--- src/rtl/ode_pkg.sv ---
// Shared definitions for the Euler step sequencer: state encoding and default widths.
package ode_pkg;
  localparam int DATA_W_DEF = 32;
  localparam int CNT_W_DEF  = 16;

  typedef enum logic [1:0] {
    ST_IDLE   = 2'd0,
    ST_EVAL   = 2'd1,
    ST_UPDATE = 2'd2,
    ST_DONE   = 2'd3
  } state_t;
endpackage

--- src/rtl/euler_step_sequencer_if.sv ---
// Control/handshake bundle between the start logic, the sequencer and the evaluate/update units.
interface euler_step_sequencer_if
  import ode_pkg::*;
#(
  parameter int DATA_W = DATA_W_DEF,
  parameter int CNT_W  = CNT_W_DEF
);
  logic              start;
  logic [CNT_W-1:0]  num_steps;
  logic [DATA_W-1:0] h;
  logic [DATA_W-1:0] t0;
  logic              eval_req;
  logic              eval_ack;
  logic              upd_req;
  logic              upd_ack;
  logic [DATA_W-1:0] t_out;
  logic [CNT_W-1:0]  step_cnt;
  logic              busy;
  logic              final_done;

  modport master (
    output start, num_steps, h, t0, eval_ack, upd_ack,
    input  eval_req, upd_req, t_out, step_cnt, busy, final_done
  );

  modport slave (
    input  start, num_steps, h, t0, eval_ack, upd_ack,
    output eval_req, upd_req, t_out, step_cnt, busy, final_done
  );
endinterface

--- src/rtl/euler_time_acc.sv ---
// Simulation-time accumulator: loads t0 at run start, adds the step size after each update.
module euler_time_acc
  import ode_pkg::*;
#(
  parameter int DATA_W = DATA_W_DEF
) (
  input  logic              clk,
  input  logic              rst_async,
  input  logic              rst_sync,
  input  logic              load,
  input  logic              add,
  input  logic [DATA_W-1:0] t0,
  input  logic [DATA_W-1:0] h,
  output logic [DATA_W-1:0] t
);

  // Addition wraps modulo 2^DATA_W by construction.
  always_ff @(posedge clk or posedge rst_async) begin
    if (rst_async) begin
      t <= '0;
    end else if (rst_sync) begin
      t <= '0;
    end else if (load) begin
      t <= t0;
    end else if (add) begin
      t <= t + h;
    end
  end

endmodule

--- src/rtl/euler_step_sequencer.sv ---
// Sequences N forward-Euler iterations as EVAL/UPDATE handshake pairs and tracks simulation time.
module euler_step_sequencer
  import ode_pkg::*;
#(
  parameter int DATA_W = DATA_W_DEF,
  parameter int CNT_W  = CNT_W_DEF
) (
  input logic                  clk,
  input logic                  rst_async,
  input logic                  rst_sync,
  euler_step_sequencer_if.slave bus
);

  state_t            state_q;
  state_t            state_d;
  logic [CNT_W-1:0]  cnt_q;
  logic [CNT_W-1:0]  cnt_inc;
  logic [CNT_W-1:0]  n_q;
  logic [DATA_W-1:0] h_q;
  logic [DATA_W-1:0] t_q;
  logic              load;
  logic              add;

  assign cnt_inc = cnt_q + CNT_W'(1);

  always_ff @(posedge clk or posedge rst_async) begin
    if (rst_async) begin
      state_q <= ST_IDLE;
    end else if (rst_sync) begin
      state_q <= ST_IDLE;
    end else begin
      state_q <= state_d;
    end
  end

  // Only the UPDATE handshake advances the count, so cnt_q never passes n_q.
  always_comb begin
    state_d = state_q;
    load    = 1'b0;
    add     = 1'b0;
    unique case (state_q)
      ST_IDLE: begin
        if (bus.start) begin
          load    = 1'b1;
          state_d = (bus.num_steps != '0) ? ST_EVAL : ST_DONE;
        end
      end
      ST_EVAL: begin
        if (bus.eval_ack) state_d = ST_UPDATE;
      end
      ST_UPDATE: begin
        if (bus.upd_ack) begin
          add     = 1'b1;
          state_d = (cnt_inc == n_q) ? ST_DONE : ST_EVAL;
        end
      end
      ST_DONE: begin
        state_d = ST_IDLE;
      end
      default: state_d = ST_IDLE;
    endcase
  end

  always_ff @(posedge clk or posedge rst_async) begin
    if (rst_async) begin
      cnt_q <= '0;
      n_q   <= '0;
      h_q   <= '0;
    end else if (rst_sync) begin
      cnt_q <= '0;
      n_q   <= '0;
      h_q   <= '0;
    end else if (load) begin
      cnt_q <= '0;
      n_q   <= bus.num_steps;
      h_q   <= bus.h;
    end else if (add) begin
      cnt_q <= cnt_inc;
    end
  end

  euler_time_acc #(
    .DATA_W (DATA_W)
  ) u_time_acc (
    .clk       (clk),
    .rst_async (rst_async),
    .rst_sync  (rst_sync),
    .load      (load),
    .add       (add),
    .t0        (bus.t0),
    .h         (h_q),
    .t         (t_q)
  );

  assign bus.eval_req   = (state_q == ST_EVAL);
  assign bus.upd_req    = (state_q == ST_UPDATE);
  assign bus.final_done = (state_q == ST_DONE);
  assign bus.busy       = (state_q != ST_IDLE);
  assign bus.t_out      = t_q;
  assign bus.step_cnt   = cnt_q;

endmodule

--- src/flat_wrapper.sv ---
// flat-port wrapper written by rule: the top's interface ports become plain ports
module euler_step_sequencer_flat import ode_pkg::*;
#(
  parameter int DATA_W = DATA_W_DEF,
  parameter int CNT_W  = CNT_W_DEF
)
  (clk, rst_async, rst_sync, bus_start, bus_num_steps, bus_h, bus_t0, bus_eval_ack, bus_upd_ack, bus_eval_req, bus_upd_req, bus_t_out, bus_step_cnt, bus_busy, bus_final_done);
  euler_step_sequencer_if #(.DATA_W(DATA_W), .CNT_W(CNT_W)) bus_i ();
  input logic clk;
  input logic rst_async;
  input logic rst_sync;
  input wire logic [$bits(bus_i.start)-1:0] bus_start;
  input wire logic [$bits(bus_i.num_steps)-1:0] bus_num_steps;
  input wire logic [$bits(bus_i.h)-1:0] bus_h;
  input wire logic [$bits(bus_i.t0)-1:0] bus_t0;
  input wire logic [$bits(bus_i.eval_ack)-1:0] bus_eval_ack;
  input wire logic [$bits(bus_i.upd_ack)-1:0] bus_upd_ack;
  output wire logic [$bits(bus_i.eval_req)-1:0] bus_eval_req;
  output wire logic [$bits(bus_i.upd_req)-1:0] bus_upd_req;
  output wire logic [$bits(bus_i.t_out)-1:0] bus_t_out;
  output wire logic [$bits(bus_i.step_cnt)-1:0] bus_step_cnt;
  output wire logic [$bits(bus_i.busy)-1:0] bus_busy;
  output wire logic [$bits(bus_i.final_done)-1:0] bus_final_done;
  assign bus_i.start = bus_start;
  assign bus_i.num_steps = bus_num_steps;
  assign bus_i.h = bus_h;
  assign bus_i.t0 = bus_t0;
  assign bus_i.eval_ack = bus_eval_ack;
  assign bus_i.upd_ack = bus_upd_ack;
  assign bus_eval_req = bus_i.eval_req;
  assign bus_upd_req = bus_i.upd_req;
  assign bus_t_out = bus_i.t_out;
  assign bus_step_cnt = bus_i.step_cnt;
  assign bus_busy = bus_i.busy;
  assign bus_final_done = bus_i.final_done;
  euler_step_sequencer #(.DATA_W(DATA_W), .CNT_W(CNT_W)) u_core (.clk(clk), .rst_async(rst_async), .rst_sync(rst_sync), .bus(bus_i));
endmodule
--- config.mk ---
export PLATFORM = sky130hd
export DESIGN_NAME = euler_step_sequencer_flat
export DESIGN_NICKNAME = d
export VERILOG_FILES = /design/src/rtl/ode_pkg.sv /design/src/rtl/euler_step_sequencer_if.sv /design/src/rtl/euler_time_acc.sv /design/src/rtl/euler_step_sequencer.sv /design/src/flat_wrapper.sv
export SDC_FILE = /design/constraint.sdc
export NUM_CORES = 1
export LEC_CHECK = 0
export CORE_MARGIN = 3
export CORE_UTILIZATION = 50
export DETAILED_ROUTE_END_ITERATION = 12
export PLACE_DENSITY_LB_ADDON = 0.05
export REMOVE_ABC_BUFFERS = 1
export SKIP_CTS_REPAIR_TIMING = 1
export SYNTH_ARGS = -nofsm -noshare
export SYNTH_HDL_FRONTEND = slang
export SYNTH_SLANG_ARGS = --single-unit
--- constraint.sdc ---
create_clock -name clk -period 4 [get_ports clk]
set_clock_uncertainty 0.05 [all_clocks]
set_input_delay 0.4 -clock clk [delete_from_list [all_inputs] [get_ports clk]]
set_output_delay 0.4 -clock clk [all_outputs]
set_load 0.01 [all_outputs]
; Yosys cells after proc, flatten, opt, wreduce, memory -nomap -nowiden
; Cells that the tools add are included.
; W data, S select, Z words.
[word_totals]
input_bits = 86
reg_bits = 98
wordCells = 41
output_inout_bits = 52
[op_classes]
reduce_logical = 6
n_eq_ne = 7
mux = 21
add_sub_neg = 2
[op_table]
columns = cell, n
row1 = $mux W32, 5
row2 = $mux W16, 5
row3 = $add A32 B32 Y32, 1
row4 = $add A16 B1 Y16 const B, 1
row5 = $eq A16 B16 Y1, 1
row6 = $reduce_bool A16 Y1, 1
row7 = $mux W2, 6
row8 = $ne A3 B3 Y1 const B, 3
row9 = $pmux W2 S4, 1
row10 = $eq A2 B2 Y1 const B, 2
row11 = $mux W1, 4
row12 = $reduce_bool A2 Y1, 2
row13 = $reduce_and A3 Y1, 1
row14 = $reduce_bool A3 Y1, 1
row15 = $eq A2 B1 Y1 const B, 1
row16 = $logic_not A2 Y1, 1

; Depth between registers and ports, before layout
; Gate-level depths: netlist of the first run.
[depth]
ltp_word = 6
ltp_mapped = 11
depth_no_buf = 11

; Hierarchy
; A second synthesis of the first run with hierarchy kept.
[hier_totals]
cells_unflattened = 798
hier_area_um2 = 6710.2
[modules_own_cells]
columns = module, n_inst, seq_area_each_um2, cells_each, area_each_um2
row1 = euler_time_acc, 1, 800.8, 413, 3357.0
row2 = euler_step_sequencer, 1, 1651.6, 385, 3353.2

; Least setup slack after synthesis of the first run
; OpenSTA, ideal clock, no wires.
[synth_path]
path_kind = register -> register
from = register u_core.u_time_acc.t[8]
to = register u_core.u_time_acc.t[28]
slack_ps = 1135
stages_incl_launch_ff = 11
required_ps = 3870
setup_time_ps = 80
t_arrival_ps = 2735
period_less_slack_ps = 2865
n_path_buf = 0
cell_sequence = dfrtp_1 -> ha_1 -> nand2_2 -> or3_1 -> or3b_4 -> a21oi_2 -> nor3_2 -> o31ai_4 -> a21oi_2 -> or4b_1 -> o211ai_2
[synth_between]
elab_chain_len = 4
[synth_lines]
columns = item, line_no
row1 = "start, declared", euler_time_acc.sv:14  ; output logic [DATA_W-1:0] t
row2 = "start signal, assigned", euler_time_acc.sv:24  ; t <= t0;
row3 = "start signal, assigned", euler_time_acc.sv:26  ; t <= t + h;
row4 = $add A32 B32 Y32, euler_time_acc.sv:26
row5 = $mux W32, euler_time_acc.sv:25  ; end else if (add) begin
row6 = $mux W32, euler_time_acc.sv:23  ; end else if (load) begin
row7 = $mux W32, euler_time_acc.sv:21  ; end else if (rst_sync) begin
; Every way passes these cells. The select of a mux whose other input is x is not followed.
; A chain may end at the register's enable or synchronous reset.

; Worst setup path in the final report of the first run
[layout_path]
from = register u_core.u_time_acc.t[9]
to = register u_core.u_time_acc.t[28]
; The elaborated chain is that of the path after synthesis.

==> flow_summary.ini, run 1 <==
[outcome]
status = finished clean

[flow_run]
maxCapViolations = 0

[grt]
grt_pass1_wl_microns = 29600
grt-ovfl-total = 0
antenna_found_initial = 0
grt_pass1_vias = 5974
grt_max_degree = 72
grt_util_all_layers = 0.253

[timing]
period_minus_slack_ns = 3.00
final-hold-violation-count = 0
fin_ws_ns = 1.00
tightestPinTransition_ns = 0.864
maxSlewViolCount = 0
hold_slack_ns = 0.472
slew_headroom = 0.422
setup_viol = 0
finalCritPeriodShare = 0.750
finalSetupTns_ns = 0
fmax_mhz = 333
rsz0062_at_grt = false

[floorplan]
start_util = 0.521
pin_count = 138
core-area_sq_mm = 0.0123
die_area_sq_mm = 0.0142
die_w_microns = 119
fp-row-count = 40
die_h_microns = 119

[power]
irDropWorstVdd_v = 0.000413
p_leak_nw = 3.56
powerDensity_mw_per_mm2 = 321

[setup_path]
cp.arrival_ns = 3.23
crit_path_start_kind = flip-flop
critPathCaptureType = flip-flop
path_class = flip-flop to flip-flop
worstPathMaxFanout = 5
crit_required_ns = 4.23

[logic_synthesis]
synth_warnings = 0
synthDistinctLibCells = 56
seq_area_frac_synth = 0.384
syn_area_sq_mm = 0.00639
ys_async_sr_fraction = 1.00
synth_flop_cell = dfrtp_1
ys_ff_latch = 98
avgSynthCellArea_sq_um = 8.08
netlist_instances = 791
synth_edf_count = 0

[drt]
vias_per_cell = 5.70
dr.pass1.iters = 5
drt-total-wl_microns = 17700
postRouteAntennaNets = 0
wl_per_cell_microns = 16.4
drtIter0Drc = 437
post-route-drc-count = 0
via_count = 6136

[place]
pre_cts_slack_ns = 0.993
place_congestion = 0.915
placed_cells = 1060
hpwlAfterDp_microns = 12600
portBuffers = 137
placed_area_sq_mm = 0.00787

[cts]
cts_root_buf = clkbuf_16
cts-buffers-inserted = 9
cts-htree-levels = 3
clkSlewWorstSetupHoldPaths_ns = 0.07
clk_path_buf_depth = 2
clock_latency_ns = 0.36
cts.sinks = 98
cts_tree = built

[min_path]
min_path_type = input port to flip-flop

[layout]
final_area_sq_mm = 0.00822
area_growth_pct = 28.5
layout.cells.non_filler = 1076
drive_gt1_frac = 0.0463
final_common_cell = nand2_1
mostFrequentLayoutCells = nand2_1, clkdlybuf4s50_1, dfrtp_1, a21oi_1, nor2_1
diodes = 0
fin_nets = 1022
==> per-stage QoR <==
stage / util / total power (W)
after floorplan: - / 0.00140
after CTS: 0.670 / 0.00266
final: 0.670 / 0.00264
after detailed placement: 0.642 / 0.00165
after global placement: 0.642 / 0.00163
after global routing: 0.670 / 0.00275
==> cells by family (layout without fill, tap and decap cells) <==
kind of cell,count (synthesis),after routing,synth area share
compound gates,232,232,0.227
flops,98,98,0.384
buf+inv,55,172,0.0323
mux,3,3,0.00509
fa+ha+maj,33,33,0.0658
xor+xnor,52,52,0.0713
simple gates,318,318,0.215
==> layer usage <==
layer | up-vias | routed length (microns) | track usage
met4 | 0 | 320 | 0.0695
met2 | 204 | 8400 | 0.415
met5 | - | 0 | 0
met3 | 24 | 1030 | 0.0527
li1 | 3003 | - | -
met1 | 2905 | 7950 | 0.339
==> layout make-up <==
cell class                      instances  area (sq um)
Clock buffer                           10           229
Clock inverter                          6           114
Fill cell                            1041          4050
Inverter                               10          40.0
Multi-Input combinational cell        638          3740
Sequential cell                        98          2450
Tap cell                              168           210
Timing Repair Buffer                  146          1430
==> critical path, stage by stage (launching register included) <==
cell      delay, ns
dfrtp_1        0.40
ha_1           0.39
nand2_2        0.07
or3_1          0.36
or3b_4         0.40
a21oi_2        0.15
nor3_2         0.08
o31ai_4        0.36
a21oi_2        0.10
or4b_1         0.48
o211ai_2       0.08
==> flip-flops by register name, indices dropped and copies added, names as in the netlist <==
signal,flops
u_core.u_time_acc.t,32
u_core.bus.step_cnt,16
u_core.h_q,32
u_core.n_q,16
u_core.state_q,2
==> final timing paths <==
path	from	end	slack (ns)	cells past startpoint
min reg2reg	u_core.h_q[7]	u_core.h_q[7]	0.48	2
max reg2reg	u_core.u_time_acc.t[9]	u_core.u_time_acc.t[28]	1.00	10
max	u_core.u_time_acc.t[9]	u_core.u_time_acc.t[28]	1.00	10
min in group asynchronous	rst_async	u_core.u_time_acc.t[13]	0.49	2
max in group asynchronous	rst_async	u_core.h_q[31]	2.62	3
min	rst_sync	u_core.u_time_acc.t[24]	0.47	2
==> cell usage after synthesis (2+ instances only) <==
master / count / share of area
a211o_1: 4 / 0.0055
a211oi_1: 9 / 0.011
a21o_1: 16 / 0.019
a21oi_1: 91 / 0.071
a21oi_2: 2 / 0.0027
a221oi_1: 2 / 0.0027
a22oi_1: 2 / 0.0023
a311oi_1: 21 / 0.029
a31o_2: 3 / 0.0041
a31oi_1: 7 / 0.0069
and2_1: 3 / 0.0029
and3_1: 7 / 0.0069
buf_1: 2 / 0.0012
clkbuf_1: 43 / 0.025
dfrtp_1: 98 / 0.38
ha_1: 32 / 0.063
inv_1: 10 / 0.0059
mux2_2: 2 / 0.0035
nand2_1: 187 / 0.11
nand2b_1: 3 / 0.0029
nand3_1: 13 / 0.010
nand3b_1: 3 / 0.0035
nand4_1: 5 / 0.0049
nand4b_1: 2 / 0.0027
nor2_1: 61 / 0.036
nor2b_1: 5 / 0.0049
nor3_1: 9 / 0.0070
nor3b_1: 3 / 0.0035
nor4_1: 9 / 0.0088
o211ai_1: 3 / 0.0035
o21a_1: 4 / 0.0047
o21ai_0: 47 / 0.037
o21bai_1: 3 / 0.0035
o22ai_1: 3 / 0.0029
o31ai_1: 6 / 0.0070
xnor2_1: 30 / 0.041
xor2_1: 22 / 0.030
==> power by group <==
part	internal, W	leakage, nW	switching (W)	total (W)
registers	0.00104	1.33	0.0000451	0.00109
clock network	0.000615	0.165	0.000392	0.00101
logic	0.000254	2.06	0.000289	0.000543
total	0.00191	3.56	0.000726	0.00264
Power figures use the tool's default switching activity.
==> run 2, diff against run 1 <==
Settings changed: CORE_UTILIZATION 50 to 47.
Clock period 4 ns to 2.6 ns, I/O delays scaled along.
==> run 2 against run 1 <==
The run now ends with setup timing left. Global-route usage is 0.40 points higher. Critical path depth stayed put. Count of clock-buffer cells in the layout is 2 higher. Cell count is 7.7% higher. Sequential share of layout area is 3.0 points lower. Register-to-register slack worse by 1.2 ns. Hold slack worse by 0.23 ns. Setup slack worse by 1.2 ns. Wire length is 9.3% higher. Sequential power is 53% higher. Sequential cell count stayed put. Via count is 7.2% higher. Critical endpoint unchanged. Largest cell class unchanged.
==> flow_summary.ini, run 2 (same netlist as run 1, synthesis figures left out) <==
[outcome]
status = complete, but fails checks
failed_checks = setup timing

[layout]
drive_gt1_frac = 0.163
area_growth_pct = 42.9
diodes = 0
reg.largest.list = u_core.h_q (32), u_core.u_time_acc.t (32)
final_common_cell = nand2_1
final_area_sq_mm = 0.00913
mostFrequentLayoutCells = nand2_1, clkdlybuf4s50_1, dfrtp_1, a21oi_1, buf_4
fin_nets = 1101
utilization = 0.704

[timing]
finalSetupTns_ns = -0.497
setup_viol = 7
final-hold-violation-count = 0
tightestPinTransition_ns = 0.670
finalCritPeriodShare = 1.08
period_minus_slack_ns = 2.81
fmax_mhz = 356
hold_slack_ns = 0.246
fin_ws_ns = -0.213
maxSlewViolCount = 0
rsz0062_at_grt = true
slew_headroom = 0.553

[grt]
grt_util_all_layers = 0.257
grt_util_met2 = 0.418
grt.busiest_layer = met2
use_met3 = 0.0387
grt_use_met1 = 0.346
grt_pass1_vias = 6378
grt_pass1_wl_microns = 31000
grt_max_degree = 56
grt-ovfl-total = 0
antenna_found_initial = 0

[setup_path]
max_stage_delay_ns = 0.48
crit_path_start_kind = flip-flop
cp_num_buf_inv = 0
path_cells = ha_4 -> nand2_2 -> or3_4 -> or3b_4 -> a21oi_4 -> nor3_4 -> o31ai_4 -> a21oi_2 -> or4b_1 -> o211ai_2
critPathCaptureType = flip-flop
critPathSlowestCell = or4b_1
critPathTopFamily = simple AND/OR/NAND/NOR gates
worstSetupStartpoint = u_core.u_time_acc.t[8]
rr_startpoint = u_core.u_time_acc.t[8]
worstPathMaxFanout = 3
cp.arrival_ns = 3.04
path_class = flip-flop to flip-flop
crit_required_ns = 2.82

[cts]
clock_latency_ns = 0.35
cts_tree = built
clkSlewWorstSetupHoldPaths_ns = 0.07
cts-htree-levels = 3
cts_root_buf = clkbuf_16
cts.sinks = 98
clk_path_buf_depth = 2
cts-buffers-inserted = 9

[floorplan]
start_util = 0.492
die_w_microns = 123
fp-row-count = 41
die_h_microns = 123
pin_count = 138
die_area_sq_mm = 0.0150
core-area_sq_mm = 0.0130

[min_path]
min_path_type = input port to asynchronous set/reset pin

[drt]
dr.pass1.iters = 5
postRouteAntennaNets = 0
via_count = 6577
drtIter0Drc = 629
post-route-drc-count = 0
wl_per_cell_microns = 16.7
drt-total-wl_microns = 19400
vias_per_cell = 5.67

[place]
place_congestion = 0.918
hpwlAfterDp_microns = 13800
portBuffers = 137
placed_area_sq_mm = 0.00847

[power]
irDropWorstVdd_v = 0.000330
powerDensity_mw_per_mm2 = 449
p_leak_nw = 4.00

[flow_run]
maxCapViolations = 0
[run 2: cell count changes in the layout (fill, tap and decap cells not counted), moves of 5 or more]
cell,previous run,this run
buf_12,0,5
o21ai_0,47,37
ha_4,0,5
a21oi_1,91,83
buf_4,9,83
a21oi_2,2,7
ha_1,32,24
o21ai_2,0,5
[run 2: path summary, 6_finish.rpt]
path                                                 to  slack (ns)  cells past startpoint
worst max register to register  u_core.u_time_acc.t[28]       -0.21                     10
min in group clk                         u_core.h_q[31]        0.40                      3
max in group asynchronous        u_core.u_time_acc.t[7]        1.48                      3
worst min-delay path                      u_core.n_q[6]        0.25                      2
worst max-delay path            u_core.u_time_acc.t[28]       -0.21                     10
worst min register to register            u_core.h_q[5]        0.48                      2
[run 2: area by class of cell]
type,instances,area (sq um)
Tap cell,172,215
Multi-Input combinational cell,638,4020
Fill cell,1050,3840
Timing Repair Buffer,225,2090
Inverter,10,40.0
Sequential cell,98,2450
Clock buffer,12,267
Clock inverter,4,48.8
[run 2: power breakdown]
part	total [W]	switching, W	internal, W
logic	0.00100	0.000499	0.000501
clock network	0.00143	0.000602	0.000824
registers	0.00167	0.0000692	0.00160
[run 2: per-stage QoR]
step / setup slack (ns) / instances / power [W]
detailed placement: -0.307 / 1135 / 0.00264
global placement: -0.232 / 1135 / 0.00262
CTS: -0.330 / 1151 / 0.00407
floorplan: -0.436 / 746 / 0.00215
global route: -0.368 / 1159 / 0.00427
finish: -0.213 / 1159 / 0.00410
[run 2: routing by layer]
layer / routed length [microns] / up-vias / share of wire
li1: - / 3171 / -
met1: 8690 / 3131 / 0.45
met2: 9180 / 243 / 0.47
met3: 1050 / 32 / 0.054
met4: 435 / 0 / 0.022
met5: 0 / - / 0
==> run 3, diff against run 2 <==
Settings changed: CORE_MARGIN 3 to 5.
==> run 3 against run 2 <==
The flow still finishes with violations (setup timing). Register-to-register slack about the same. Combinational power barely moved. Highest routed layer unchanged. Wire length is 0.27% lower. Non-clock buffer count increased by 8.
==> flow_summary.ini, run 3 (same netlist as run 1, synthesis figures left out) <==
[cts]
cts.sinks = 98
clk_path_buf_depth = 2
cts_tree = built
cts-buffers-inserted = 9
cts-htree-levels = 3
cts_root_buf = clkbuf_16
clock_latency_ns = 0.35
clkSlewWorstSetupHoldPaths_ns = 0.07

[min_path]
min_path_type = input port to asynchronous set/reset pin

[layout]
diodes = 0
area_growth_pct = 43.5
final_common_cell = nand2_1
multi_input_area_sq_mm = 0.00403
reg.largest.list = u_core.h_q (32), u_core.u_time_acc.t (32)
mostFrequentLayoutCells = nand2_1, clkdlybuf4s50_1, dfrtp_1, buf_4, a21oi_1
drive_gt1_frac = 0.172
fin_nets = 1109
fillCellCount = 1060
seq_area_sq_mm = 0.00245
utilization = 0.690

[drt]
via_count = 6577
drtIter0Drc = 436
wl_per_cell_microns = 16.5
drt-total-wl_microns = 19300
postRouteAntennaNets = 0
post-route-drc-count = 0
vias_per_cell = 5.62
dr.pass1.iters = 5

[setup_path]
worstPathMaxFanout = 4
path_class = flip-flop to flip-flop
rr_startpoint = u_core.u_time_acc.t[0]
cp.arrival_ns = 3.00
critPathCaptureType = flip-flop
crit_path_start_kind = flip-flop
worstSetupStartpoint = u_core.u_time_acc.t[0]
crit_required_ns = 2.79

[grt]
grt_max_degree = 79
antenna_found_initial = 0
grt_pass1_vias = 6588
grt_util_all_layers = 0.233
grt_pass1_wl_microns = 31200
grt-ovfl-total = 0

[timing]
final-hold-violation-count = 0
fin_ws_ns = -0.215
hold_slack_ns = 0.246
slew_headroom = 0.647
maxSlewViolCount = 0
setup_viol = 9
tightestPinTransition_ns = 0.529
rsz0062_at_grt = true
period_minus_slack_ns = 2.82
finalCritPeriodShare = 1.08
fmax_mhz = 355

[place]
hpwlAfterDp_microns = 13800
portBuffers = 137
place_congestion = 0.937

[floorplan]
die_area_sq_mm = 0.0160
start_util = 0.481
pin_count = 138
fp-row-count = 42
die_h_microns = 127
die_w_microns = 127
core-area_sq_mm = 0.0133

[power]
irDropWorstVdd_v = 0.000329
powerDensity_mw_per_mm2 = 445
p_leak_nw = 4.01

[outcome]
status = complete, but fails checks
failed_checks = setup timing

[flow_run]
maxCapViolations = 0
## run 3: cell count changes in the layout (fill, tap and decap cells not counted), sizes merged
cell and delta:
buf +8, clkinv -2, clkbuf +1, clkinvlp +1
## run 3: worst paths after layout
kind,end,slack [ns],cells past startpoint
hold reg to reg,u_core.h_q[5],0.48,2
max in group asynchronous,u_core.h_q[10],1.54,3
setup / recovery,u_core.u_time_acc.t[14],-0.22,12
hold / removal,u_core.bus.step_cnt[3],0.25,2
setup reg to reg,u_core.u_time_acc.t[14],-0.22,12
min in group clk,u_core.n_q[15],0.25,2
## run 3: metal layers
metal / routed length (microns) / global-route usage / part of all wire
met5: 0 / 0 / 0
met4: 468 / 0.0763 / 0.024
met3: 1050 / 0.0345 / 0.055
met2: 9430 / 0.399 / 0.49
met1: 8350 / 0.304 / 0.43
## run 3: area by class of cell
type,instances,area share
multi-input combinational,638,0.439
sequential,98,0.267
timing repair buffer,233,0.231
clock buffer,13,0.0295
tap,176,0.0240
clock inverter,3,0.00505
inverter,10,0.00436
## run 3: per-stage QoR
stage	worst slack, ns	cell area, sq um	std cells	TNS, ns	total power [W]
floorplan	-0.436	6220	746	-33.44	0.00215
global placement	-0.294	8490	1145	-2.09	0.00262
detailed placement	-0.390	8490	1145	-3.18	0.00264
CTS	-0.398	8800	1161	-3.45	0.00406
global route	-0.270	9170	1171	-2.01	0.00428
finish	-0.215	9170	1171	-0.924	0.00409
## run 3: power breakdown
group | internal [W] | total [W] | switching, W
registers | 0.00160 | 0.00167 | 0.0000678
logic | 0.000509 | 0.00101 | 0.000501
clock network | 0.000827 | 0.00140 | 0.000577
total | 0.00294 | 0.00409 | 0.00115
## run 3: critical path, cell delays in order (launching register included)
cell      delay (ns)
dfrtp_1         0.35
ha_2            0.20
fa_2            0.24
a21oi_4         0.07
o211ai_1        0.25
or3b_4          0.44
buf_4           0.16
a31oi_4         0.22
o21a_1          0.15
nor2_1          0.05
xnor2_1         0.17
nor2_1          0.07
a311oi_1        0.29
